### src/rtl/row_merge_engine_if.sv
// Tile stream bundle for row_merge_engine.
// Master drives input tiles and output ready; slave is the engine.
interface row_merge_engine_if #(
  parameter int DATA_WIDTH = 8,
  parameter int ROW_LEN    = 4
);
  localparam int CW = $clog2(ROW_LEN + 1);

  logic                  in_valid;
  logic                  in_ready;
  logic [DATA_WIDTH-1:0] in_value;
  logic                  out_valid;
  logic                  out_ready;
  logic [DATA_WIDTH-1:0] out_value;
  logic                  out_last;
  logic                  row_done;
  logic                  moved;
  logic [CW-1:0]         merge_count;

  modport master (
    output in_valid, in_value, out_ready,
    input  in_ready, out_valid, out_value,
    input  out_last, row_done, moved, merge_count
  );

  modport slave (
    input  in_valid, in_value, out_ready,
    output in_ready, out_valid, out_value,
    output out_last, row_done, moved, merge_count
  );
endinterface

### src/rtl/row_merge_engine.sv
// Streaming 2048 left-slide/merge of one row of tile exponents.
// Define ROW_MERGE_STATS_EN to compute the moved/merge_count stats.
module row_merge_engine #(
  parameter int DATA_WIDTH = 8,
  parameter int ROW_LEN    = 4
) (
  input logic            clk,
  input logic            rst,
  row_merge_engine_if.slave bus
);
  localparam int CW = $clog2(ROW_LEN + 1);
  localparam logic [1:0] LOAD  = 2'd0;
  localparam logic [1:0] FLUSH = 2'd1;
  localparam logic [1:0] PAD   = 2'd2;
  localparam logic [CW-1:0] LAST = CW'(ROW_LEN - 1);
  localparam logic [CW-1:0] FULL = CW'(ROW_LEN);
  localparam logic [DATA_WIDTH-1:0] MAXV = '1;

  logic [1:0]            state;
  logic [DATA_WIDTH-1:0] pend;
  logic                  pend_v;
  logic [CW-1:0]         in_cnt;
  logic [CW-1:0]         out_cnt;
  logic                  out_valid;
  logic                  out_last;
  logic                  row_done;
  logic [DATA_WIDTH-1:0] out_value;

  logic                  slot_free;
  logic                  in_ready;
  logic                  acc;
  logic                  out_hs;
  logic                  do_load;
  logic                  do_merge;
  logic                  do_swap;
  logic                  do_flush;
  logic                  do_pad;
  logic                  row_end;
  logic                  emit;
  logic [DATA_WIDTH-1:0] merged;
  logic [DATA_WIDTH-1:0] emit_val;

  always_comb begin
    slot_free = !out_valid || bus.out_ready;
    in_ready  = (state == LOAD) && slot_free;
    acc       = bus.in_valid && in_ready;
    out_hs    = out_valid && bus.out_ready;
    do_load   = acc && (bus.in_value != '0) && !pend_v;
    do_merge  = acc && (bus.in_value != '0) && pend_v
                && (pend == bus.in_value);
    do_swap   = acc && (bus.in_value != '0) && pend_v
                && (pend != bus.in_value);
    do_flush  = (state == FLUSH) && pend_v && slot_free;
    do_pad    = (state == PAD) && slot_free && (out_cnt != FULL);
    row_end   = (state == PAD) && out_hs && out_last;
    emit      = do_merge || do_swap || do_flush || do_pad;
    merged    = (pend == MAXV) ? MAXV : pend + DATA_WIDTH'(1);
    emit_val  = pend;
    if (do_merge) emit_val = merged;
    else if (do_pad) emit_val = '0;
  end

  always_ff @(posedge clk) begin
    if (rst) begin
      state     <= LOAD;
      pend      <= '0;
      pend_v    <= 1'b0;
      in_cnt    <= '0;
      out_cnt   <= '0;
      out_valid <= 1'b0;
      out_value <= '0;
      out_last  <= 1'b0;
      row_done  <= 1'b0;
    end else begin
      row_done <= row_end;
      if (emit) begin
        out_valid <= 1'b1;
        out_value <= emit_val;
        out_last  <= (out_cnt == LAST);
        out_cnt   <= out_cnt + CW'(1);
      end else if (out_hs) begin
        out_valid <= 1'b0;
        out_last  <= 1'b0;
      end
      if (do_load || do_swap) begin
        pend   <= bus.in_value;
        pend_v <= 1'b1;
      end else if (do_merge || do_flush) begin
        pend_v <= 1'b0;
      end
      if (acc) begin
        in_cnt <= in_cnt + CW'(1);
        if (in_cnt == LAST) state <= FLUSH;
      end
      if (state == FLUSH && (!pend_v || slot_free))
        state <= PAD;
      if (row_end) begin
        state   <= LOAD;
        pend_v  <= 1'b0;
        in_cnt  <= '0;
        out_cnt <= '0;
      end
    end
  end

  assign bus.in_ready  = in_ready;
  assign bus.out_valid = out_valid;
  assign bus.out_value = out_value;
  assign bus.out_last  = out_last;
  assign bus.row_done  = row_done;

`ifdef ROW_MERGE_STATS_EN
  logic [CW-1:0] pend_idx;
  logic [CW-1:0] merge_count;
  logic          moved;

  // A tile has moved when it leaves from a different slot than it entered.
  always_ff @(posedge clk) begin
    if (rst) begin
      pend_idx    <= '0;
      merge_count <= '0;
      moved       <= 1'b0;
    end else begin
      if (do_load || do_swap) pend_idx <= in_cnt;
      if (acc && in_cnt == '0) begin
        merge_count <= '0;
        moved       <= 1'b0;
      end else if (do_merge) begin
        merge_count <= merge_count + CW'(1);
        moved       <= 1'b1;
      end else if ((do_swap || do_flush) && pend_idx != out_cnt) begin
        moved <= 1'b1;
      end
    end
  end

  assign bus.moved       = moved;
  assign bus.merge_count = merge_count;
`else
  assign bus.moved       = 1'b0;
  assign bus.merge_count = '0;
`endif
endmodule

### src/flat_wrapper.sv
// flat-port wrapper written by rule: the top's interface ports become plain ports
module row_merge_engine_flat 
#(
  parameter int DATA_WIDTH = 8,
  parameter int ROW_LEN    = 4
)
  (clk, rst, bus_in_valid, bus_in_value, bus_out_ready, bus_in_ready, bus_out_valid, bus_out_value, bus_out_last, bus_row_done, bus_moved, bus_merge_count);
  row_merge_engine_if #(.DATA_WIDTH(DATA_WIDTH), .ROW_LEN(ROW_LEN)) bus_i ();
  input logic clk;
  input logic rst;
  input wire logic [$bits(bus_i.in_valid)-1:0] bus_in_valid;
  input wire logic [$bits(bus_i.in_value)-1:0] bus_in_value;
  input wire logic [$bits(bus_i.out_ready)-1:0] bus_out_ready;
  output wire logic [$bits(bus_i.in_ready)-1:0] bus_in_ready;
  output wire logic [$bits(bus_i.out_valid)-1:0] bus_out_valid;
  output wire logic [$bits(bus_i.out_value)-1:0] bus_out_value;
  output wire logic [$bits(bus_i.out_last)-1:0] bus_out_last;
  output wire logic [$bits(bus_i.row_done)-1:0] bus_row_done;
  output wire logic [$bits(bus_i.moved)-1:0] bus_moved;
  output wire logic [$bits(bus_i.merge_count)-1:0] bus_merge_count;
  assign bus_i.in_valid = bus_in_valid;
  assign bus_i.in_value = bus_in_value;
  assign bus_i.out_ready = bus_out_ready;
  assign bus_in_ready = bus_i.in_ready;
  assign bus_out_valid = bus_i.out_valid;
  assign bus_out_value = bus_i.out_value;
  assign bus_out_last = bus_i.out_last;
  assign bus_row_done = bus_i.row_done;
  assign bus_moved = bus_i.moved;
  assign bus_merge_count = bus_i.merge_count;
  row_merge_engine #(.DATA_WIDTH(DATA_WIDTH), .ROW_LEN(ROW_LEN)) u_core (.clk(clk), .rst(rst), .bus(bus_i));
endmodule
### config.mk
export PLATFORM = sky130hd
export DESIGN_NAME = row_merge_engine_flat
export DESIGN_NICKNAME = d
export VERILOG_FILES = /design/src/rtl/row_merge_engine_if.sv /design/src/rtl/row_merge_engine.sv /design/src/flat_wrapper.sv
export SDC_FILE = /design/constraint.sdc
export NUM_CORES = 1
export LEC_CHECK = 0
export CAP_MARGIN = 20
export CORE_MARGIN = 2
export CORE_UTILIZATION = 52
export DETAILED_ROUTE_END_ITERATION = 8
export GPL_TIMING_DRIVEN = 0
export PLACE_DENSITY = 0.79
export SETUP_SLACK_MARGIN = 0.4
export SLEW_MARGIN = 20
export SYNTH_ARGS = -nofsm -noshare
export SYNTH_HDL_FRONTEND = slang
export SYNTH_SLANG_ARGS = --single-unit
export TNS_END_PERCENT = 20
### constraint.sdc
create_clock -name clk -period 2.1 [get_ports clk]
set_input_delay 0.315 -clock clk [delete_from_list [all_inputs] [get_ports clk]]
set_output_delay 0.315 -clock clk [all_outputs]
set_load 0.02 [all_outputs]
==> results of run 1 <==
==> power groups by stage <==
stage               logic [mW]  clock network [mW]  registers, mW
finish                   0.256               0.227          0.583
global route             0.279               0.246          0.587
CTS                      0.233               0.225          0.581
detailed placement       0.217                   0          0.598
global placement         0.210                   0          0.596
floorplan                0.138                   0          0.601
==> cells in the final DEF (no fill, tap or decap), types with 5 or more instances in the layout <==
| cell | netlist | layout |
|---|---|---|
| xnor2_1 | 8 | 5 |
| buf_4 | 6 | 15 |
| dfxtp_1 | 28 | 21 |
| clkdlybuf4s50_1 | 0 | 13 |
| mux2i_1 | 7 | 7 |
| dlygate4sd2_1 | 0 | 10 |
| nand2_1 | 27 | 27 |
| nand3_1 | 12 | 10 |
| ha_1 | 6 | 6 |
| a21oi_1 | 9 | 9 |
| nor2_1 | 18 | 16 |
==> worst min-delay path, stage by stage <==
cell,delay (ns)
dlygate4sd2_1,0.25
mux2i_1,0.09
nor2_1,0.08
==> per-layer routing <==
metal	share of wire	global-route usage	up-vias
li1	-	-	732
met1	0.44	0.284	721
met2	0.51	0.392	32
met3	0.028	0.0284	6
met4	0.016	0.0974	0
met5	0	0	-
==> per-stage QoR <==
stage	hold WS, ns	area, µm²	setup WS, ns	util
5_1_grt	0.437	2150	0.230	0.724
2_1_floorplan	0.440	1610	0.390	-
4_1_cts	0.409	2040	0.323	0.684
3_5_place_dp	0.456	1880	-0.249	0.631
3_3_place_gp	0.448	1880	-0.204	0.631
6_report	0.423	2150	0.314	0.724
==> area by class of cell <==
| class | instances | area, µm² | area share |
|---|---|---|---|
| Inverter | 4 | 15.0 | 0.00697 |
| Tap cell | 33 | 41.3 | 0.0192 |
| Timing Repair Buffer | 34 | 300 | 0.139 |
| Multi-Input combinational cell | 145 | 1070 | 0.497 |
| Buffer | 15 | 126 | 0.0587 |
| Sequential cell | 28 | 579 | 0.269 |
| Clock buffer | 3 | 22.5 | 0.0105 |
==> timing repair <==
action	in CTS	in global routing
endpoints found under the hold margin	0	0
buffers inserted	5	5
endpoints found under the setup margin	21	18
gates cloned	1	0
resized for setup	37	15
pin swaps	14	11
==> cell usage after synthesis (4+ instances only) <==
master	n
dfxtp_1	28
nand2_1	27
nor2_1	18
nand3_1	12
a21oi_1	9
xnor2_1	8
mux2i_1	7
nor4_1	7
buf_4	6
ha_1	6
a211oi_1	5
and3_1	4
inv_1	4
nand2b_1	4
xor2_1	4
==> final timing paths <==
check                                               to  cells past startpoint                           from  slack [ns]
setup / recovery  u_core.bus.out_value[0]$_SDFFE_PP0P_                      7    u_core.pend[0]$_SDFFE_PP0P_        0.31
hold / removal             u_core.pend[6]$_SDFFE_PP0P_                      3                bus_in_value[6]        0.42
setup reg to reg  u_core.bus.out_value[0]$_SDFFE_PP0P_                      7    u_core.pend[0]$_SDFFE_PP0P_        0.31
hold reg to reg          u_core.in_cnt[1]$_SDFFE_PP0N_                      2  u_core.in_cnt[1]$_SDFFE_PP0N_        0.47
==> flip-flops by register name, indices dropped and copies added, names as in the netlist <==
signal and cells:
u_core.bus.out_value 8, u_core.pend 8, u_core.in_cnt 3, u_core.out_cnt 3
u_core.state 2, u_core.bus.out_last 1, u_core.bus.out_valid 1, u_core.bus.row_done 1
u_core.pend_v 1
==> logic make-up after synthesis <==
family	Yosys count	synth area share
simple gates	85	0.270
other cells	1	0.00235
mux	8	0.0533
flops	28	0.351
fa+ha+maj	6	0.0471
xor+xnor	12	0.0659
buf+inv	19	0.0753
compound gates	30	0.135
==> results.sh, run 1 <==
export IMPL_vias=1491
export IMPL_p_int_uw=748
export IMPL_arrival_ns=2.00
export IMPL_finalMaxSlewViolations=0
export IMPL_power_switching_uw=317
export IMPL_drc=0
export IMPL_combPwrFrac=0.240
export IMPL_finalCritPeriodShare=0.850
export IMPL_synth_area_um2=1600
export IMPL_routed_via_density=5.69
export IMPL_cts_buffers=3
export IMPL_ys_seq_elements=28
export IMPL_num_antenna_cells=0
export IMPL_synth_cell_type_count=42
export IMPL_p_per_area_nw_per_um2=495
export IMPL_drive_gt1_frac=0.253
export IMPL_nNetsFinal=249
export IMPL_postCtsHoldBufs=0
export IMPL_cts_buffer_depth=2
export IMPL_clk_pin_slew_ns=0.15
export IMPL_start_util=0.536
export IMPL_synthDominantAreaCellType="dfxtp_1"
export IMPL_synthArstFlopShare=0
export IMPL_cp_max_fo=5
export IMPL_die_area_um2=3530
export IMPL_fill_cells=240
export IMPL_syn_area_per_cell_um2=8.44
export IMPL_post_route_min_period_ns=1.79
export IMPL_worstSkewPairLatency_ns=0.33
export IMPL_drt_wl_total_mm=3.84
export IMPL_drv_cap=0
export IMPL_p_seq_frac=0.547
export IMPL_yosys_warnings=0
export IMPL_post_drt_wl_per_cell_um=14.7
export IMPL_max_freq_mhz=560
export IMPL_antenna_found_initial=0
export IMPL_critPathSlowestCell="dfxtp_4"
export IMPL_outcome="finished clean"
export IMPL_place_congestion=0.866
export IMPL_grt_pass1_wl_mm=6.11
export IMPL_crit_type="reg -> reg"
export IMPL_fp_dieW_um=59.4
export IMPL_clock_root_buffer="clkbuf_4"
export IMPL_yosys_top_cells_area="dfxtp_1 (35%), nand2_1 (6.4%), ha_1 (4.7%)"
export IMPL_ctsHtreeMaxLevel=1
export IMPL_critPathRequiredTime_ns=2.32
export IMPL_finalPower_mw=1.07
export IMPL_dp_hpwl_mm=2.65
export IMPL_area_growth_pct=35.1
export IMPL_grtUsageTotal=0.228
export IMPL_vdd_drop_max_mv=0.367
export IMPL_critPathBufInv=1
export IMPL_cts_tree="yes"
export IMPL_rsz0062_at_grt="yes"
export IMPL_hold_class="in -> reg"
export IMPL_grt_ovfl_total=0
export IMPL_instances_no_fill=262
export IMPL_setup_viol=0
export IMPL_core_rowCount=20
export IMPL_cp_slowest_stage_delay_ns=0.37
export IMPL_fin_tns_setup_ns=0
export IMPL_clkPwrFrac=0.213
export IMPL_synth_top_cell_area_share=0.351
export IMPL_seq_area_frac_synth=0.351
export IMPL_place_inst=248
export IMPL_dieHeight_um=59.4
export IMPL_grt_start_max_net_pins=15
export IMPL_hold_violations=0
export IMPL_first_pass_iters=4
export IMPL_io_pins=28
export IMPL_endpoint_kind="flip-flop"
export IMPL_core_um2=2980
export IMPL_synth_main_ff_cell="dfxtp_1"
export IMPL_synth_edff_count=0
export IMPL_synthCells=189
export IMPL_drt_initial_drc_count=46
export IMPL_leakage_nw=0.869
export IMPL_grt_pass1_vias=1373
export IMPL_cts_sinks=28
export IMPL_port_buffers=23
export IMPL_ant_nets=0
export IMPL_crit_family="simple AND/OR/NAND/NOR gates"
export IMPL_fin_skew_ns=0.00424
export IMPL_swShare=0.298
export IMPL_crit_chain="xor2_1, nor4_1, and3_2, nand2_4, buf_8, nor4b_4, nor4b_1"
export IMPL_startpoint_type="flip-flop"
Note: power is estimated with default switching activity, not from simulation.
==> run 2: changes to the inputs <==
==> constraint.sdc (replaced) <==
create_clock -name clk -period 1.95 [get_ports clk]
set_input_delay 0.2925 -clock clk [delete_from_list [all_inputs] [get_ports clk]]
set_output_delay 0.2925 -clock clk [all_outputs]
set_load 0.02 [all_outputs]
==> run 2 against run 1 <==
Cell count rose by 1.9%. Utilization is 1.8 points higher. Design area is 2.5% higher. Count of clock-buffer cells in the layout is the same. Sequential power is 7.7% higher. Clock skew grew 0.0075 ns. Routed wire length is 8.5% higher. Combinational power grew 15%. Largest cell class unchanged. Largest power group unchanged. Highest routed layer unchanged.
==> results.sh, run 2 (synthesized netlist as in run 1, its figures left out) <==
export IMPL_layout_common_cells="nand2_1 (27), buf_4 (18), dfxtp_1 (17)"
export IMPL_drive_gt1_frac=0.282
export IMPL_clk_pin_slew_ns=0.16
export IMPL_finalCritPeriodShare=0.890
export IMPL_vdd_drop_max_mv=0.410
export IMPL_cp_slowest_stage_delay_ns=0.38
export IMPL_leakage_nw=0.885
export IMPL_instances_no_fill=267
export IMPL_rsz0062_at_grt="yes"
export IMPL_cts_buffers=3
export IMPL_max_freq_mhz=576
export IMPL_setup_viol=0
export IMPL_outcome="finished clean"
export IMPL_grt_ovfl_total=0
export IMPL_cts_sinks=28
export IMPL_rr_startpoint="u_core.pend[0]$_SDFFE_PP0P_"
export IMPL_grt_pass1_vias=1365
export IMPL_worstSkewPairLatency_ns=0.34
export IMPL_num_antenna_cells=0
export IMPL_crit_chain="xor2_1, nor4_1, and3_2, nand2_2, buf_6, nor4_4, a211oi_2"
export IMPL_r2r_slack_ns=0.21
export IMPL_crit_family="simple AND/OR/NAND/NOR gates"
export IMPL_ctsHtreeMaxLevel=1
export IMPL_finalMaxSlewViolations=0
export IMPL_startpoint_type="flip-flop"
export IMPL_tightestPinTransition_ns=0.513
export IMPL_dieHeight_um=59.4
export IMPL_cts_tree="yes"
export IMPL_hold_class="in -> reg"
export IMPL_fp_dieW_um=59.4
export IMPL_multiInputGateArea_um2=1060
export IMPL_grt_pass1_wl_mm=6.21
export IMPL_drt_initial_drc_count=95
export IMPL_dp_hpwl_mm=2.60
export IMPL_crit_path_end="u_core.bus.out_value[3]$_SDFFE_PP0P_"
export IMPL_maxSlewHeadroom=0.658
export IMPL_critPathRequiredTime_ns=2.17
export IMPL_first_pass_iters=4
export IMPL_grtUsageTotal=0.232
export IMPL_area_growth_pct=38.4
export IMPL_critPathBufInv=1
export IMPL_cts_buffer_depth=2
export IMPL_fill_cells=216
export IMPL_fin_skew_ns=0.0117
export IMPL_crit_type="reg -> reg"
export IMPL_io_pins=28
export IMPL_mostFrequentLayoutCell="nand2_1"
export IMPL_postCtsHoldBufs=0
export IMPL_port_buffers=23
export IMPL_clock_root_buffer="clkbuf_4"
export IMPL_place_inst=248
export IMPL_cp_num_cells=7
export IMPL_drc=0
export IMPL_startpoint="u_core.pend[0]$_SDFFE_PP0P_"
export IMPL_cp_max_fo=5
export IMPL_core_um2=2980
export IMPL_drv_cap=0
export IMPL_endpoint_kind="flip-flop"
export IMPL_reg2reg_to="u_core.bus.out_value[3]$_SDFFE_PP0P_"
export IMPL_grt_start_max_net_pins=17
export IMPL_r2r_cells=7
export IMPL_top_regs="u_core.bus.out_value: 8 flops, u_core.pend: 8 flops"
export IMPL_antenna_found_initial=0
export IMPL_whs_ns=0.363
export IMPL_hold_violations=0
export IMPL_post_drt_wl_per_cell_um=15.6
export IMPL_finalPower_mw=1.31
export IMPL_die_area_um2=3530
export IMPL_p_per_area_nw_per_um2=593
export IMPL_nNetsFinal=253
export IMPL_fin_tns_setup_ns=0
export IMPL_drt_wl_total_mm=4.17
export IMPL_vias=1537
export IMPL_start_util=0.536
export IMPL_post_route_min_period_ns=1.74
export IMPL_ant_nets=0
export IMPL_critPathSlowestCell="dfxtp_4"
export IMPL_core_rowCount=20
export IMPL_routed_via_density=5.76
export IMPL_place_congestion=0.905
export IMPL_arrival_ns=1.96
export IMPL_register_area_um2=589
run 2: cell types whose count changed in the layout (fill, tap and decap cells not counted), sizes merged:
cell	before	now
buf	23	27
bufinv	0	1
run 2: where the power goes:
| group | switching, mW | internal, mW |
|---|---|---|
| sequential | 0.0279 | 0.600 |
| clock | 0.180 | 0.208 |
| combinational | 0.148 | 0.145 |
run 2: how the worst min path moves through the flow:
stage                                       start                            end  slack, ns  cells after the start
finish                            bus_in_value[2]    u_core.pend[2]$_SDFFE_PP0P_       0.36                      3
global route                      bus_in_value[2]    u_core.pend[2]$_SDFFE_PP0P_       0.41                      3
CTS                               bus_in_value[2]    u_core.pend[2]$_SDFFE_PP0P_       0.35                      3
detailed placement  u_core.in_cnt[1]$_SDFFE_PP0N_  u_core.in_cnt[1]$_SDFFE_PP0N_       0.46                      2
global placement    u_core.in_cnt[1]$_SDFFE_PP0N_  u_core.in_cnt[1]$_SDFFE_PP0N_       0.45                      2
floorplan                         bus_in_value[7]    u_core.pend[7]$_SDFFE_PP0P_       0.42                      2
run 2: area by class of cell:
cell class	count	area share
clock inverters	1	0.0136
repair buffers	38	0.148
clock buffers	3	0.0102
inverters	4	0.00680
plain buffers	15	0.0555
multi-input cells	145	0.480
well taps	33	0.0187
flip-flops and latches	28	0.267
run 2: per-stage QoR:
| stage | worst slack [ns] | cell area [µm²] | utilization |
|---|---|---|---|
| after floorplan | 0.356 | 1660 | - |
| after global placement | -0.274 | 1930 | 0.648 |
| after detailed placement | -0.323 | 1930 | 0.648 |
| after CTS | 0.248 | 2120 | 0.713 |
| after global routing | 0.146 | 2210 | 0.742 |
| final | 0.214 | 2210 | 0.742 |
run 2: repair_timing:
action / 4_1_cts / 5_1_grt
pin swaps: 9 / 7
gates resized for setup: 26 / 13
hold endpoints to repair: 0 / 0
buffers inserted: 11 / 3
endpoints found under the setup margin: 31 / 39
gates cloned: 1 / 0
run 2: worst reg2reg max path: stages (launching register included):
cell and delay, ns:
dfxtp_4 0.38, xor2_1 0.14, nor4_1 0.25, and3_2 0.26
nand2_2 0.10, buf_6 0.15, nor4_4 0.29, a211oi_2 0.05
run 2: metal layers:
metal / routed length [µm] / part of all wire / GRT usage / vias to the layer above
li1: - / - / - / 745
met1: 1750 / 0.42 / 0.301 / 701
met2: 2030 / 0.49 / 0.383 / 72
met3: 226 / 0.054 / 0.0262 / 19
met4: 167 / 0.040 / 0.107 / 0
met5: 0 / 0 / 0 / -
==> RTL edit 1: new RTL, flow settings as in run 2 <==
The option `ROW_MERGE_STATS_EN` is turned on by a define.
--- a/src/rtl/row_merge_engine.sv
+++ b/src/rtl/row_merge_engine.sv
@@ -1,5 +1,7 @@
 // Streaming 2048 left-slide/merge of one row of tile exponents.
 // Define ROW_MERGE_STATS_EN to compute the moved/merge_count stats.
+`define ROW_MERGE_STATS_EN
+
 module row_merge_engine #(
   parameter int DATA_WIDTH = 8,
   parameter int ROW_LEN    = 4
Check against the original RTL: not equivalent (a bounded check fails within 4 cycles, from zero or initial values and one cycle with rst high).
==> RTL edit 1 against run 2 <==
Sequential cell count grew 7. Wire length grew 16%. First-iteration DRC count grew 31%. Critical path depth shrank 1. Cell area grew 20%. Clock power grew 71%. Worst setup slack lost 0.20 ns. Core utilization shrank 2.0 points. Total power grew 34%. Sequential share of layout area grew 0.19 points. Area after synthesis grew 23%. Sequential power grew 26%. Non-clock buffer count shrank 6.
==> RTL edit 1: results (changes against run 2) <==
* XOR/XNOR share of the synthesized area: 6.23% (-0.36 points)
* NumNets Final: 283 (+12%)
- Routed wire length per instance: 15.5 um (-0.71%)
- First-pass GRT wire length: 7560 um (+22%)
- Clock latency on the worst-skew pair: 0.30 ns (-0.04 ns)
- Pin count of the biggest net entering global routing: 13 (-4)
* Post-placement cell area: 0.00229 mm^2 (+19%)
- The share of synthesized area spent on multiplexers is 5.59% (+0.26 points).
- The routed length on met2 is 2320 um (+14%).
- The share of final-layout standard cells stronger than drive strength 1 is 25.8% (-2.4 points).
- The flow ran to the end, and the final reports show no timing, DRC or antenna violations.
* Count of input and output buffers: 26 (+13%)
* Max IR drop VDD: 0.490 mV (+20%)
- The placed cell count came to 295 (+19%).
* Clock transition at path regs: 0.07 ns (-0.09 ns)
- Seq/Total Area, Yosys: 35.6% (+0.46 points)
- The final cell count without fillers came to 312 (+17%).
* Static Leak: 0.00121 uW (+36%)
- Headroom to the max-slew limit: 69.3% (+3.5 points)
- Post-synthesis compound-gate area fraction: 15.1% (+1.6 points)
- The met2 usage in global routing was 37.5% (-0.80 points).
- Via-per-instance ratio: 5.71 (-0.73%)
* Number of CTS-inserted buffers: 5 (+2)
- The met1 global-route usage came to 30.7% (+0.55 points).
- Iteration-0 DRC count of the detailed router: 124 (+31%)
-- RTL edit 1: path summary, 6_finish.rpt --
kind / startpoint / endpoint / slack, ns / cells after the start
hold reg to reg: u_core.bus.out_value[0] / u_core.bus.out_value[0] / 0.48 / 1
setup reg to reg: u_core.pend[2] / u_core.bus.out_value[6] / 0.01 / 6
setup / recovery: u_core.pend[2] / u_core.bus.out_value[6] / 0.01 / 6
hold / removal: rst / u_core.pend[0] / 0.22 / 2
-- RTL edit 1: final cells by class --
class / count / area (um^2) / share of cell area, %
buffer: 12 / 121 / 4.60
clock buffer: 5 / 68.8 / 2.61
clock inverter: 3 / 43.8 / 1.66
inverter: 10 / 37.5 / 1.42
multi-input combinational: 164 / 1250 / 47.4
sequential: 35 / 709 / 26.9
tap: 48 / 60.1 / 2.27
timing repair buffer: 35 / 347 / 13.1
-- RTL edit 1: what timing repair did --
action                                  in CTS  in global routing
setup buffers                                6                  1
pin swaps                                   10                  6
gates cloned                                 1                  1
resized for setup                           32                 36
endpoints found under the setup margin      39                 39
-- RTL edit 1: critical path: stages (launching register included) --
cell,delay (ns)
sky130_fd_sc_hd__dfxtp_2,0.32
sky130_fd_sc_hd__buf_6,0.11
sky130_fd_sc_hd__xor2_2,0.18
sky130_fd_sc_hd__nor4_4,0.39
sky130_fd_sc_hd__nand4_4,0.17
sky130_fd_sc_hd__or4_1,0.43
sky130_fd_sc_hd__a32o_1,0.23
-- RTL edit 1: where the power goes --
| part | total [uW] | switching, uW | internal [uW] |
|---|---|---|---|
| clock | 662 | 282 | 380 |
| combinational | 301 | 164 | 138 |
| sequential | 789 | 37.1 | 751 |
| total | 1750 | 483 | 1270 |
==> RTL edit 2: new RTL, flow settings as in run 2 <==
Made on the original files. `ROW_LEN` is set to 4 in 3 places; all go to 2.
--- a/src/rtl/row_merge_engine_if.sv
+++ b/src/rtl/row_merge_engine_if.sv
@@ -2,7 +2,7 @@
 // Master drives input tiles and output ready; slave is the engine.
 interface row_merge_engine_if #(
   parameter int DATA_WIDTH = 8,
-  parameter int ROW_LEN    = 4
+  parameter int ROW_LEN    = 2
 );
   localparam int CW = $clog2(ROW_LEN + 1);
 
--- a/src/rtl/row_merge_engine.sv
+++ b/src/rtl/row_merge_engine.sv
@@ -2,7 +2,7 @@
 // Define ROW_MERGE_STATS_EN to compute the moved/merge_count stats.
 module row_merge_engine #(
   parameter int DATA_WIDTH = 8,
-  parameter int ROW_LEN    = 4
+  parameter int ROW_LEN    = 2
 ) (
   input logic            clk,
   input logic            rst,
--- a/src/flat_wrapper.sv
+++ b/src/flat_wrapper.sv
@@ -2,7 +2,7 @@
 module row_merge_engine_flat 
 #(
   parameter int DATA_WIDTH = 8,
-  parameter int ROW_LEN    = 4
+  parameter int ROW_LEN    = 2
 )
   (clk, rst, bus_in_valid, bus_in_value, bus_out_ready, bus_in_ready, bus_out_valid, bus_out_value, bus_out_last, bus_row_done, bus_moved, bus_merge_count);
   row_merge_engine_if #(.DATA_WIDTH(DATA_WIDTH), .ROW_LEN(ROW_LEN)) bus_i ();
Ports: changed (resized bus_merge_count); port bits go from 28 to 27. No check against the original RTL was run, so the function may have changed too.
==> RTL edit 2 against run 2 <==
Clock skew fell by 0.010 ns. Synthesized cell count fell by 11%. Wire length fell by 5.4%. Die area is 8.7% lower. Global-route usage increased by 0.25 points. Area after synthesis fell by 9.3%. Total power fell by 1.1%. Critical path depth is 2 higher. Worst setup slack worse by 0.12 ns. Cell area down 9.5%. Core utilization decreased by 0.38 points. Sequential cell count down 2. Sequential power hardly changed. Largest cell class unchanged. Highest routed layer unchanged.
==> RTL edit 2: results (changes against run 2) <==
- The run finished with clean final reports.
- The pre-CTS setup slack is -0.542 ns (-0.218 ns).
- GR Util met2: 43.0% (+4.7 points)
- Async set or reset register ratio after synthesis: 0% (unchanged)
* Clock root cell: sky130_fd_sc_hd__clkbuf_4
- Iteration-0 DRC count of the detailed router: 55 (-42%)
- Pin count of the biggest net entering global routing: 15 (-2)
* NumNets Final: 232 (-8.3%)
* Clock latency on the worst-skew pair: 0.32 ns (-0.02 ns)
- For this design, the slowest cell found on the critical path is sky130_fd_sc_hd__dfxtp_4.
- The count of input and output buffers is 22 (-4.3%).
- Max IR drop VDD: 0.500 mV (+22%)
- By area the synthesized netlist is led by sky130_fd_sc_hd__dfxtp_1, sky130_fd_sc_hd__nor2_1, sky130_fd_sc_hd__xnor2_1.
* Count of fill cells added during filler insertion: 210 (-2.8%)
- The post-detailed-routing wire length is 3940 um (-5.4%).
- The data arrival time at the worst-slack endpoint came to 2.08 ns (+0.12 ns).
- The number of post-CTS setup repair buffers was 14 (+3).
- The HPWL reported at the end of detailed placement came to 2440 um (-6.3%).
* Seq/Total Area, Yosys: 36.0% (+0.85 points)
- Met3 wire length: 250 um (+11%)
* Worst clock skew on the final layout: 0.00132 ns (-0.0104 ns)
- Average footprint of a synthesized cell: 8.61 um^2 (+2.0%)
* Path class of the lowest-slack min-delay path: input port to flop
- The actual transition at the worst max-transition pin is 0.514 ns (+0.00184 ns).
* Clock network power: 237 uW (-39%)
- Overall global routing resource usage: 23.4% (+0.25 points)
* Minimum hold slack: 0.350 ns (-0.0133 ns)
* Drt first pass iters: 4 (unchanged)
* Most frequent cells after synthesis: sky130_fd_sc_hd__dfxtp_1, sky130_fd_sc_hd__nor2_1, sky130_fd_sc_hd__nand2_1, sky130_fd_sc_hd__xnor2_1, sky130_fd_sc_hd__mux2i_1
* First-pass GRT wire length: 6020 um (-3.1%)
* Fraction of layout instances using a drive strength above 1: 28.8% (+0.63 points)
- Met3 Track Usage GR: 3.00% (+0.38 points)
* Post-placement cell area: 0.00172 mm^2 (-11%)
- Via-per-instance ratio: 5.88 (+2.1%)
* Number of global-route vias before repair: 1346 (-1.4%)
* Clock transition at path regs: 0.14 ns (-0.02 ns)
* Final Wtd Congestion: 0.869 (-4.0%)
* Share of total power consumed by net switching: 31.9% (+4.7 points)
- Number of CTS-inserted buffers: 3 (unchanged)
- The routed length on met2 is 2050 um (+1.4%).
- The minimum setup slack in the final design was 0.0943 ns (-0.120 ns).
- The maximum fanout encountered on the critical timing path was 8 (+3).
* Design internal power: 882 uW (-7.4%)
- Met1 WL: 1570 um (-10%)
- DP Cell Count: 223 (-10%)
## RTL edit 2: logic make-up after synthesis
family | synth area share [%]
adder cells (fa/ha/maj) | 3.46
other | 0.259
AND/OR/NAND/NOR | 28.7
buffers and inverters | 7.09
AO/OA/AOI/OAI | 12.9
multiplexers | 5.54
flip-flops | 36.0
XOR/XNOR | 6.06
## RTL edit 2: final cells by class
cell class                      instances  area [um^2]  share of cell area (%)
Multi-Input combinational cell        126          915                    45.7
Sequential cell                        26          536                    26.8
Tap cell                               31         38.8                    1.94
Buffer                                 13          110                    5.51
Timing Repair Buffer                   41          355                    17.8
Clock buffer                            4         26.3                    1.31
Inverter                                5         18.8                   0.939
## RTL edit 2: final timing paths
kind,from,endpoint,depth (start not counted)
setup / recovery,u_core.bus.out_valid,u_core.bus.out_value[4],9
hold / removal,bus_in_value[3],u_core.pend[3],3
setup reg to reg,u_core.bus.out_valid,u_core.bus.out_value[4],9
hold reg to reg,u_core.bus.out_value[6],u_core.bus.out_value[6],1
